## src/rtl/mdu_pkg.sv

```systemverilog
// mdu_pkg: shared op/state types, iteration count and result-selection helper for the mul/div unit
package mdu_pkg;
  typedef enum logic [2:0] {
    MDU_MUL    = 3'b000,
    MDU_MULH   = 3'b001,
    MDU_MULHSU = 3'b010,
    MDU_MULHU  = 3'b011,
    MDU_DIV    = 3'b100,
    MDU_DIVU   = 3'b101,
    MDU_REM    = 3'b110,
    MDU_REMU   = 3'b111
  } mdu_op_t;
  typedef enum logic [1:0] {MDU_IDLE = 2'd0, MDU_BUSY = 2'd1, MDU_DONE = 2'd2} mdu_state_t;
  localparam int MDU_ITER = 32;
  // p is {hi,lo} for multiplies and {remainder,quotient} for divides
  function automatic logic [31:0] mdu_pick(mdu_op_t op, logic neg, logic [63:0] p);
    logic [63:0] n;
    n = neg ? -p : p;
    if (op[2]) return op[1] ? (neg ? -p[63:32] : p[63:32]) : (neg ? -p[31:0] : p[31:0]);
    return op == MDU_MUL ? n[31:0] : n[63:32];
  endfunction
endpackage

```

## src/rtl/mdu_sequencer_if.sv

```systemverilog
// mdu_sequencer_if: execute-stage <-> mul/div unit handshake and result bus
interface mdu_sequencer_if;
  logic        MulDivE;
  logic [2:0]  MDUOpE;
  logic [31:0] Op1E;
  logic [31:0] Op2E;
  logic        FlushE;
  logic        StallMDU;
  logic        MDUValidE;
  logic [31:0] MDUResultE;
  logic        MDUBusy;
  modport master (output MulDivE, MDUOpE, Op1E, Op2E, FlushE,
                  input  StallMDU, MDUValidE, MDUResultE, MDUBusy);
  modport slave  (input  MulDivE, MDUOpE, Op1E, Op2E, FlushE,
                  output StallMDU, MDUValidE, MDUResultE, MDUBusy);
endinterface

```

## src/rtl/mdu_datapath.sv

```systemverilog
// mdu_datapath: radix-2 shift-add multiply / restoring divide step on unsigned magnitudes
module mdu_datapath (
  input  logic        clk,
  input  logic        rst,
  input  logic        load,
  input  logic        step,
  input  logic        is_div,
  input  logic [31:0] a,
  input  logic [31:0] b,
  output logic [63:0] acc
);
  logic [31:0] mcd;
  logic [32:0] sum, r, diff;
  logic        nb;
  // acc low half holds the multiplier / dividend and fills with product / quotient bits
  always_comb begin
    sum  = {1'b0, acc[63:32]} + {1'b0, acc[0] ? mcd : 32'd0};
    r    = {acc[63:32], acc[31]};
    diff = r - {1'b0, mcd};
    nb   = r >= {1'b0, mcd};
  end
  always_ff @(posedge clk or posedge rst)
    if (rst) begin
      acc <= '0;
      mcd <= '0;
    end else if (load) begin
      acc <= {32'd0, a};
      mcd <= b;
    end else if (step)
      acc <= is_div ? {nb ? diff[31:0] : r[31:0], acc[30:0], nb} : {sum, acc[31:1]};
endmodule

```

## src/rtl/mdu_sequencer.sv

```systemverilog
// mdu_sequencer: iterative mul/div controller stalling F/D/E until the result is ready.
// Define MDU_FAST_MUL_EN to compute multiplies in a single cycle.
module mdu_sequencer import mdu_pkg::*; #(
  parameter int XLEN  = 32,
  parameter int CNT_W = 5
) (
  input logic clk,
  input logic rst,
  mdu_sequencer_if.slave mdu
);
  localparam logic [1:0] S_IDLE = MDU_IDLE;
  localparam logic [1:0] S_BUSY = MDU_BUSY;
  localparam logic [1:0] S_DONE = MDU_DONE;
  localparam logic [CNT_W-1:0] LAST = CNT_W'(MDU_ITER - 1);
  logic [1:0]      state;
  logic [CNT_W-1:0] cnt;
  mdu_op_t         op, op_in;
  logic            neg, neg_in, sa, sb, direct, div0, ovf, short, accept;
  logic [XLEN-1:0] dres, sres, abs_a, abs_b;
  logic [63:0]     acc;
  always_comb begin
    op_in  = mdu_op_t'(mdu.MDUOpE);
    sa     = mdu.Op1E[31] && (op_in == MDU_MULH || op_in == MDU_MULHSU || op_in == MDU_DIV || op_in == MDU_REM);
    sb     = mdu.Op2E[31] && (op_in == MDU_MULH || op_in == MDU_DIV || op_in == MDU_REM);
    neg_in = op_in == MDU_REM ? sa : sa ^ sb;
    abs_a  = sa ? -mdu.Op1E : mdu.Op1E;
    abs_b  = sb ? -mdu.Op2E : mdu.Op2E;
    div0   = op_in[2] && mdu.Op2E == '0;
    ovf    = (op_in == MDU_DIV || op_in == MDU_REM) && mdu.Op1E == 32'h8000_0000 && mdu.Op2E == 32'hFFFF_FFFF;
    sres   = div0 ? (op_in[1] ? mdu.Op1E : '1) : (op_in[1] ? '0 : 32'h8000_0000);
`ifdef MDU_FAST_MUL_EN
    short  = div0 || ovf || !op_in[2];
    sres   = op_in[2] ? sres : mdu_pick(op_in, neg_in, {32'd0, abs_a} * {32'd0, abs_b});
`else
    short  = div0 || ovf;
`endif
    accept = state == S_IDLE && mdu.MulDivE && !mdu.FlushE;
  end
  always_ff @(posedge clk or posedge rst)
    if (rst) begin
      state  <= S_IDLE;
      cnt    <= '0;
      op     <= MDU_MUL;
      neg    <= 1'b0;
      direct <= 1'b0;
      dres   <= '0;
    end else if (mdu.FlushE)
      state <= S_IDLE;
    else if (accept) begin
      op     <= op_in;
      neg    <= neg_in;
      direct <= short;
      dres   <= sres;
      cnt    <= '0;
      state  <= short ? S_DONE : S_BUSY;
    end else if (state == S_BUSY) begin
      cnt   <= cnt + 1'b1;
      state <= cnt == LAST ? S_DONE : S_BUSY;
    end else if (state == S_DONE)
      state <= S_IDLE;
  mdu_datapath u_dp (
    .clk    (clk),
    .rst    (rst),
    .load   (accept),
    .step   (state == S_BUSY && !mdu.FlushE),
    .is_div (op[2]),
    .a      (abs_a),
    .b      (abs_b),
    .acc    (acc)
  );
  assign mdu.StallMDU   = !mdu.FlushE && (state == S_BUSY || (state == S_IDLE && mdu.MulDivE));
  assign mdu.MDUValidE  = state == S_DONE && !mdu.FlushE;
  assign mdu.MDUResultE = mdu.MDUValidE ? (direct ? dres : mdu_pick(op, neg, acc)) : '0;
  assign mdu.MDUBusy    = state != S_IDLE;
endmodule

```

## src/flat_wrapper.sv

```systemverilog
// flat-port wrapper written by rule: the top's interface ports become plain ports
module mdu_sequencer_flat import mdu_pkg::*;
#(
  parameter int XLEN  = 32,
  parameter int CNT_W = 5
)
  (clk, rst, mdu_MulDivE, mdu_MDUOpE, mdu_Op1E, mdu_Op2E, mdu_FlushE, mdu_StallMDU, mdu_MDUValidE, mdu_MDUResultE, mdu_MDUBusy);
  mdu_sequencer_if mdu_i ();
  input logic clk;
  input logic rst;
  input wire logic [$bits(mdu_i.MulDivE)-1:0] mdu_MulDivE;
  input wire logic [$bits(mdu_i.MDUOpE)-1:0] mdu_MDUOpE;
  input wire logic [$bits(mdu_i.Op1E)-1:0] mdu_Op1E;
  input wire logic [$bits(mdu_i.Op2E)-1:0] mdu_Op2E;
  input wire logic [$bits(mdu_i.FlushE)-1:0] mdu_FlushE;
  output wire logic [$bits(mdu_i.StallMDU)-1:0] mdu_StallMDU;
  output wire logic [$bits(mdu_i.MDUValidE)-1:0] mdu_MDUValidE;
  output wire logic [$bits(mdu_i.MDUResultE)-1:0] mdu_MDUResultE;
  output wire logic [$bits(mdu_i.MDUBusy)-1:0] mdu_MDUBusy;
  assign mdu_i.MulDivE = mdu_MulDivE;
  assign mdu_i.MDUOpE = mdu_MDUOpE;
  assign mdu_i.Op1E = mdu_Op1E;
  assign mdu_i.Op2E = mdu_Op2E;
  assign mdu_i.FlushE = mdu_FlushE;
  assign mdu_StallMDU = mdu_i.StallMDU;
  assign mdu_MDUValidE = mdu_i.MDUValidE;
  assign mdu_MDUResultE = mdu_i.MDUResultE;
  assign mdu_MDUBusy = mdu_i.MDUBusy;
  mdu_sequencer #(.XLEN(XLEN), .CNT_W(CNT_W)) u_core (.clk(clk), .rst(rst), .mdu(mdu_i));
endmodule
```

## config.mk

```make
export PLATFORM = sky130hd
export DESIGN_NAME = mdu_sequencer_flat
export DESIGN_NICKNAME = d
export VERILOG_FILES = /design/src/rtl/mdu_pkg.sv /design/src/rtl/mdu_sequencer_if.sv /design/src/rtl/mdu_datapath.sv /design/src/rtl/mdu_sequencer.sv /design/src/flat_wrapper.sv
export SDC_FILE = /design/constraint.sdc
export NUM_CORES = 1
export LEC_CHECK = 0
export CORE_MARGIN = 4
export CORE_UTILIZATION = 55
export DETAILED_ROUTE_END_ITERATION = 6
export PLACE_DENSITY = 0.75
export SETUP_SLACK_MARGIN = 0.1
export SYNTH_ARGS = -nofsm -noshare
export SYNTH_HDL_FRONTEND = slang
export SYNTH_SLANG_ARGS = --single-unit
```

## constraint.sdc

```tcl
create_clock -name clk -period 5.4 [get_ports clk]
set_input_delay 1.08 -clock clk [delete_from_list [all_inputs] [get_ports clk]]
set_output_delay 1.08 -clock clk [all_outputs]
set_load 0.01 [all_outputs]
```

---- Word-level counts from Yosys, hierarchy flattened ----
Cells that the tools add are included.
word-level totals
  flip-flop bits (word level) ............. 140
  latch bits .............................. 0
  bits in writable memories ............... 0
  ROM bits ................................ 0
  word-level logic and storage cells ...... 85
  memories kept ........................... 0
operators by class
  $add $sub $neg .......................... 8
  multiply operators ...................... 0
  divide/modulo/power cells ............... 0
  magnitude comparators ................... 1
  equal/unequal tests ..................... 9
  shifts and indexed selects .............. 0
  mux-type cells .......................... 29
  bitwise logic cells ..................... 2
  reductions and logical operators ........ 28
operator list
  kind                  count
  $mux 32               15
  $mux 64               4
  $neg 32->32           4
  $eq 32x32->1 const B  2
  $neg 64->64           1
  $add 32x32->33        1
  $ge 33x32->1          1
  $logic_not 32->1      1
  $sub 32x32->32        1
  $mux 2                6
  $logic_and 1x1->1     10
  $mux 5                2
  $logic_or 1x1->1      8
  $eq 3x3->1 const B    2
  $reduce_bool 2->1     3
  $add 5x1->5 const B   1
  $eq 5x5->1 const B    1
  $reduce_and 2->1      2
  $reduce_bool 4->1     1
  $eq 3x1->1 const B    1
  $eq 3x2->1 const B    1
  $logic_not 3->1       1
  $eq 2x1->1 const B    1
  $eq 2x2->1 const B    1
  5 further kinds       6

---- Logic depth before layout (Yosys ltp) ----
  depth after elaboration ................. 8
  gate-level depth with buffers ........... 14

---- Hierarchy ----
A second synthesis with hierarchy kept.
unflattened totals
  cell total of the unflattened synthesis .. 2,013
  area, all modules ....................... 15,095.7 um^2
modules (own cells, without submodules)
  module         instances  cells an instance  area each (um^2)
  mdu_datapath   1          1,075              8,463.1
  mdu_sequencer  1          938                6,632.6

---- Worst setup path after synthesis ----
Ideal clock, no wire load.
  path type ............................... flip-flop to output port
  from .................................... register u_core.u_dp.acc[10]
  to ...................................... output mdu_MDUResultE[25]
  arrival ................................. 3,378 ps
  slack ................................... 942 ps
  cell stages (with the launch flop) ...... 13
  buffers on the path ..................... 3
  cell sequence ........................... dfrtp_1 -> buf_6 -> or4_4 -> or4_4 -> or4_4 -> buf_6 -> or3_1 -> buf_6 -> o21ai_2 -> xnor2_1 -> a21boi_1 -> a211oi_1 -> o221a_1
on the way
  word-level cells in the longest chain between the ends .. 7
  elaborated cells on any way between the ends .. 10
  classes of those cells .................. 2 x add/sub; 8 x mux
ends and longest elaborated chain
  what                      line                 RTL
  start: declaration        mdu_datapath.sv:10   output logic [63:0] acc
  start signal: assignment  mdu_datapath.sv:27   acc <= {32'd0, a};
  start signal: assignment  mdu_datapath.sv:30   acc <= is_div ? {nb ? diff[31:0] : r[31:0], acc[30:0], nb} : {sum, acc[31:1]};
  $neg 32->32               mdu_pkg.sv:19        if (op[2]) return op[1] ? (neg ? -p[63:32] : p[63:32]) : (neg ? -p[31:0] : p[31:0]);
  $mux 32 (3 in series)     mdu_pkg.sv:19
  $mux 32 *                 mdu_pkg.sv:20        return op == MDU_MUL ? n[31:0] : n[63:32];
  $mux 32 * (2 in series)   mdu_sequencer.sv:73  assign mdu.MDUResultE = mdu.MDUValidE ? (direct ? dres : mdu_pick(op, neg, acc)) : '0;
  end: declaration          flat_wrapper.sv:18   output wire logic [$bits(mdu_i.MDUResultE)-1:0] mdu_MDUResultE;
Every way passes the cells marked *; elsewhere a longest branch is shown, timed or not. The select of a mux whose other input is x is not followed.

---- Final worst setup path ----
  from .................................... register u_core.u_dp.acc[11]
  to ...................................... output mdu_MDUResultE[28]
The elaborated chain is that of the path after synthesis.

==> results_dict.tcl <==
set metrics [dict create \
    avgSynthCellArea_um2 7.43 \
    die_h_um 173 \
    critPathMaxFanout 9 \
    syn_nets 2160 \
    gr-usage-all-layers_pct 36.6 \
    worst_skew_pair.late_latency_ps 440 \
    ios 106 \
    rsz0062_at_grt "true" \
    synth_seq_cells 140 \
    viasPerCell 6.68 \
    yosys.area.top_type "dfrtp_1" \
    synthTopCellsByArea "dfrtp_1 23%, o21ai_0 6.7%, xnor2_1 6.4%" \
    r2r-start "u_core.u_dp.acc[0]" \
    vdd_drop_max_v 0.000190 \
    max_freq_mhz 189 \
    num-fill-cells 2426 \
    ys.flop_type "dfrtp_1" \
    tns_ps 0 \
    min-delay-start "u_core.u_dp.mcd[20]" \
    cts.sinks 140 \
    synthToLayoutAreaGrowth_pct 13.8 \
    totalWireLength_um 56900 \
    ant_nets 0 \
    place_congestion 1.03 \
    worstPathArrival_ps 4210 \
    hpwl_um 43600 \
    grt_pass1_wl_um 86900 \
    port_buffers 105 \
    via_count 16000 \
    yosys-top-cells-count "244 x nand2_1, 201 x o21ai_0, 144 x nor2_1" \
    synthCells 2016 \
    ys_warn_count 0 \
    worstMarginPinSlew_ps 946 \
    critPathLaunchType "register" \
    drt_iter0_markers 1764 \
    dr.pass1.iters 6 \
    clock_skew_ps 18.9 \
    start_util_pct 55.8 \
    power.density_nw_per_um2 334 \
    critPathKind "reg -> out" \
    status "finished clean" \
    drc 0 \
    row_count 60 \
    synth_edf_count 0 \
    power_leakage_uw 0.00746 \
    synth_most_common_cell "nand2_1" \
    die-area_um2 29900 \
    fin_crit_sh_pct 97.9 \
    yosys.area.top_type_share_pct 23.4 \
    path_clk_slew_ps 70 \
    gr-total-overflow 0 \
    netlist_area_um2 15000 \
    finalPower_uw 5700 \
    cts_tree "done" \
    maxCapViolations 0 \
    synth-async-reset-ratio_pct 100 \
    slew_viol_final 0 \
    antenna_found_initial 1 \
    die_x_um 173 \
    slew-limit-headroom_pct 36.9 \
    period_minus_slack_ps 5290 \
    min_path_type "reg -> reg" \
    cts_buffers 17 \
    cp.required_ps 4320 \
    grt_start_max_net_pins 98 \
    drive_gt1_share_pct 7.18 \
    seq_area_frac_synth_pct 23.4 \
    ctsHtreeMaxLevel 4 \
    num-nets-final 2191 \
    synth_cell_types 80 \
    core_area_um2 26900 \
    cp-end-kind "primary output" \
    critPathLaunch "u_core.u_dp.acc[11]" \
    setup_viol 0 \
    antenna_cells 0 \
    root_buffer "clkbuf_16" \
    wl_per_cell_um 23.7 \
    grt_pass1_vias 14700 \
    hold_violations 0 \
    max-clock-path-buffers 2 \
]
-- final timing paths --
kind / end / slack [ps] / cells past startpoint
worst max register to register: u_core.u_dp.acc[57] / 1180 / 13
min in group asynchronous: u_core.u_dp.mcd[23] / 1140 / 2
worst max-delay path: mdu_MDUResultE[28] / 110 / 10
worst min-delay path: u_core.u_dp.mcd[20] / 480 / 2
max in group asynchronous: u_core.cnt[3] / 3230 / 3
worst min register to register: u_core.u_dp.mcd[20] / 480 / 2
-- per-layer routing --
| layer | vias to the layer above | global-route usage (%) | wire length (um) |
|---|---|---|---|
| met5 | - | 0 | 15 |
| li1 | 7362 | - | - |
| met4 | 2 | 12.1 | 1920 |
| met1 | 7678 | 52.6 | 24800 |
| met2 | 867 | 53.6 | 23600 |
| met3 | 126 | 9.47 | 6510 |
-- report_power, final --
part | total [uW] | internal, uW | leakage, uW | switching, uW
Sequential | 1500 | 1190 | 0.00183 | 304
Clock | 1210 | 666 | 0.000284 | 548
Combinational | 2990 | 1130 | 0.00535 | 1860
Total | 5700 | 2990 | 0.00746 | 2710
-- metrics by stage --
step,setup slack (ps),cell area [um^2],utilization (%),hold WS (ps),instances
global route,26.1,17100,63.4,500,2401
global placement,291,16300,60.7,458,2364
finish,114,17100,63.4,480,2401
floorplan,567,15000,-,443,2016
detailed placement,267,16300,60.7,466,2364
CTS,57.6,16900,63.1,483,2399
-- critical path, stage by stage, from the launching register on --
cell and delay [ps]:
dfrtp_2 450, or4_4 540, or4_4 460, nor4_1 540, nand2b_4 190, o21ai_1 240, nand2b_1 100, xnor2_1 150
a221oi_2 390, a21o_1 170, clkdlybuf4s50_1 550
-- layout by cell type, fill, tap and decap left out, types with 9 or more instances in the layout --
cell and instances:
nor4_1 22, o41ai_1 10, and3_1 17, a21boi_0 10
o21a_1 17, ha_1 70, or3_1 23, a211oi_1 23
a21o_1 42, mux2i_1 47, a21oi_1 132, nand2_1 243
o21bai_1 12, dfrtp_1 136, o21ai_0 198, nor2b_1 38
nand2b_1 19, a31oi_1 26, o31ai_1 53, nor2_1 142
or2_2 9, clkbuf_16 17, nor3_1 39, clkdlybuf4s50_1 98
nand4_1 20, nand3_1 40, buf_4 56, xnor2_1 109
or4_1 16, o211ai_1 48, inv_6 9, inv_1 76
xor2_1 82
-- registers in the layout, indices dropped and copies added (netlist names) --
register and cells:
u_core.u_dp.acc 64, u_core.u_dp.mcd 32, u_core.dres 32, u_core.state 2
u_core.cnt 5, u_core.neg 1, u_core.direct 1, u_core.op 3
-- final cells by class --
type / instances / area [um^2] / area share, %
multi-input combinational: 1647 / 10700 / 62.9
tap: 341 / 427 / 2.50
sequential: 140 / 3510 / 20.6
clock buffer: 18 / 439 / 2.58
inverter: 79 / 302 / 1.77
clock inverter: 14 / 146 / 0.858
timing repair buffer: 162 / 1510 / 8.83
-- kinds of logic after synthesis --
logic type,after synthesis,synth area share (%)
AOI/OAI and AO/OA,671,28.8
xor gates and xnor gates,191,11.2
adders and majority gates,73,6.20
buffers and inverters,229,5.92
DFF,140,23.4
muxes,54,3.74
and+or+nand+nor,658,20.8
-- what timing repair did --
action / in CTS / in global routing
setup buffers: 3 / 2
setup endpoints to repair: 16 / 20
pin swaps: 3 / 4
gates resized for setup: 12 / 22
gates cloned: 0 / 0
hold buffers: 0 / 0
endpoints found under the hold margin: 0 / 0
No activity file was read; power rests on OpenSTA's default activity.
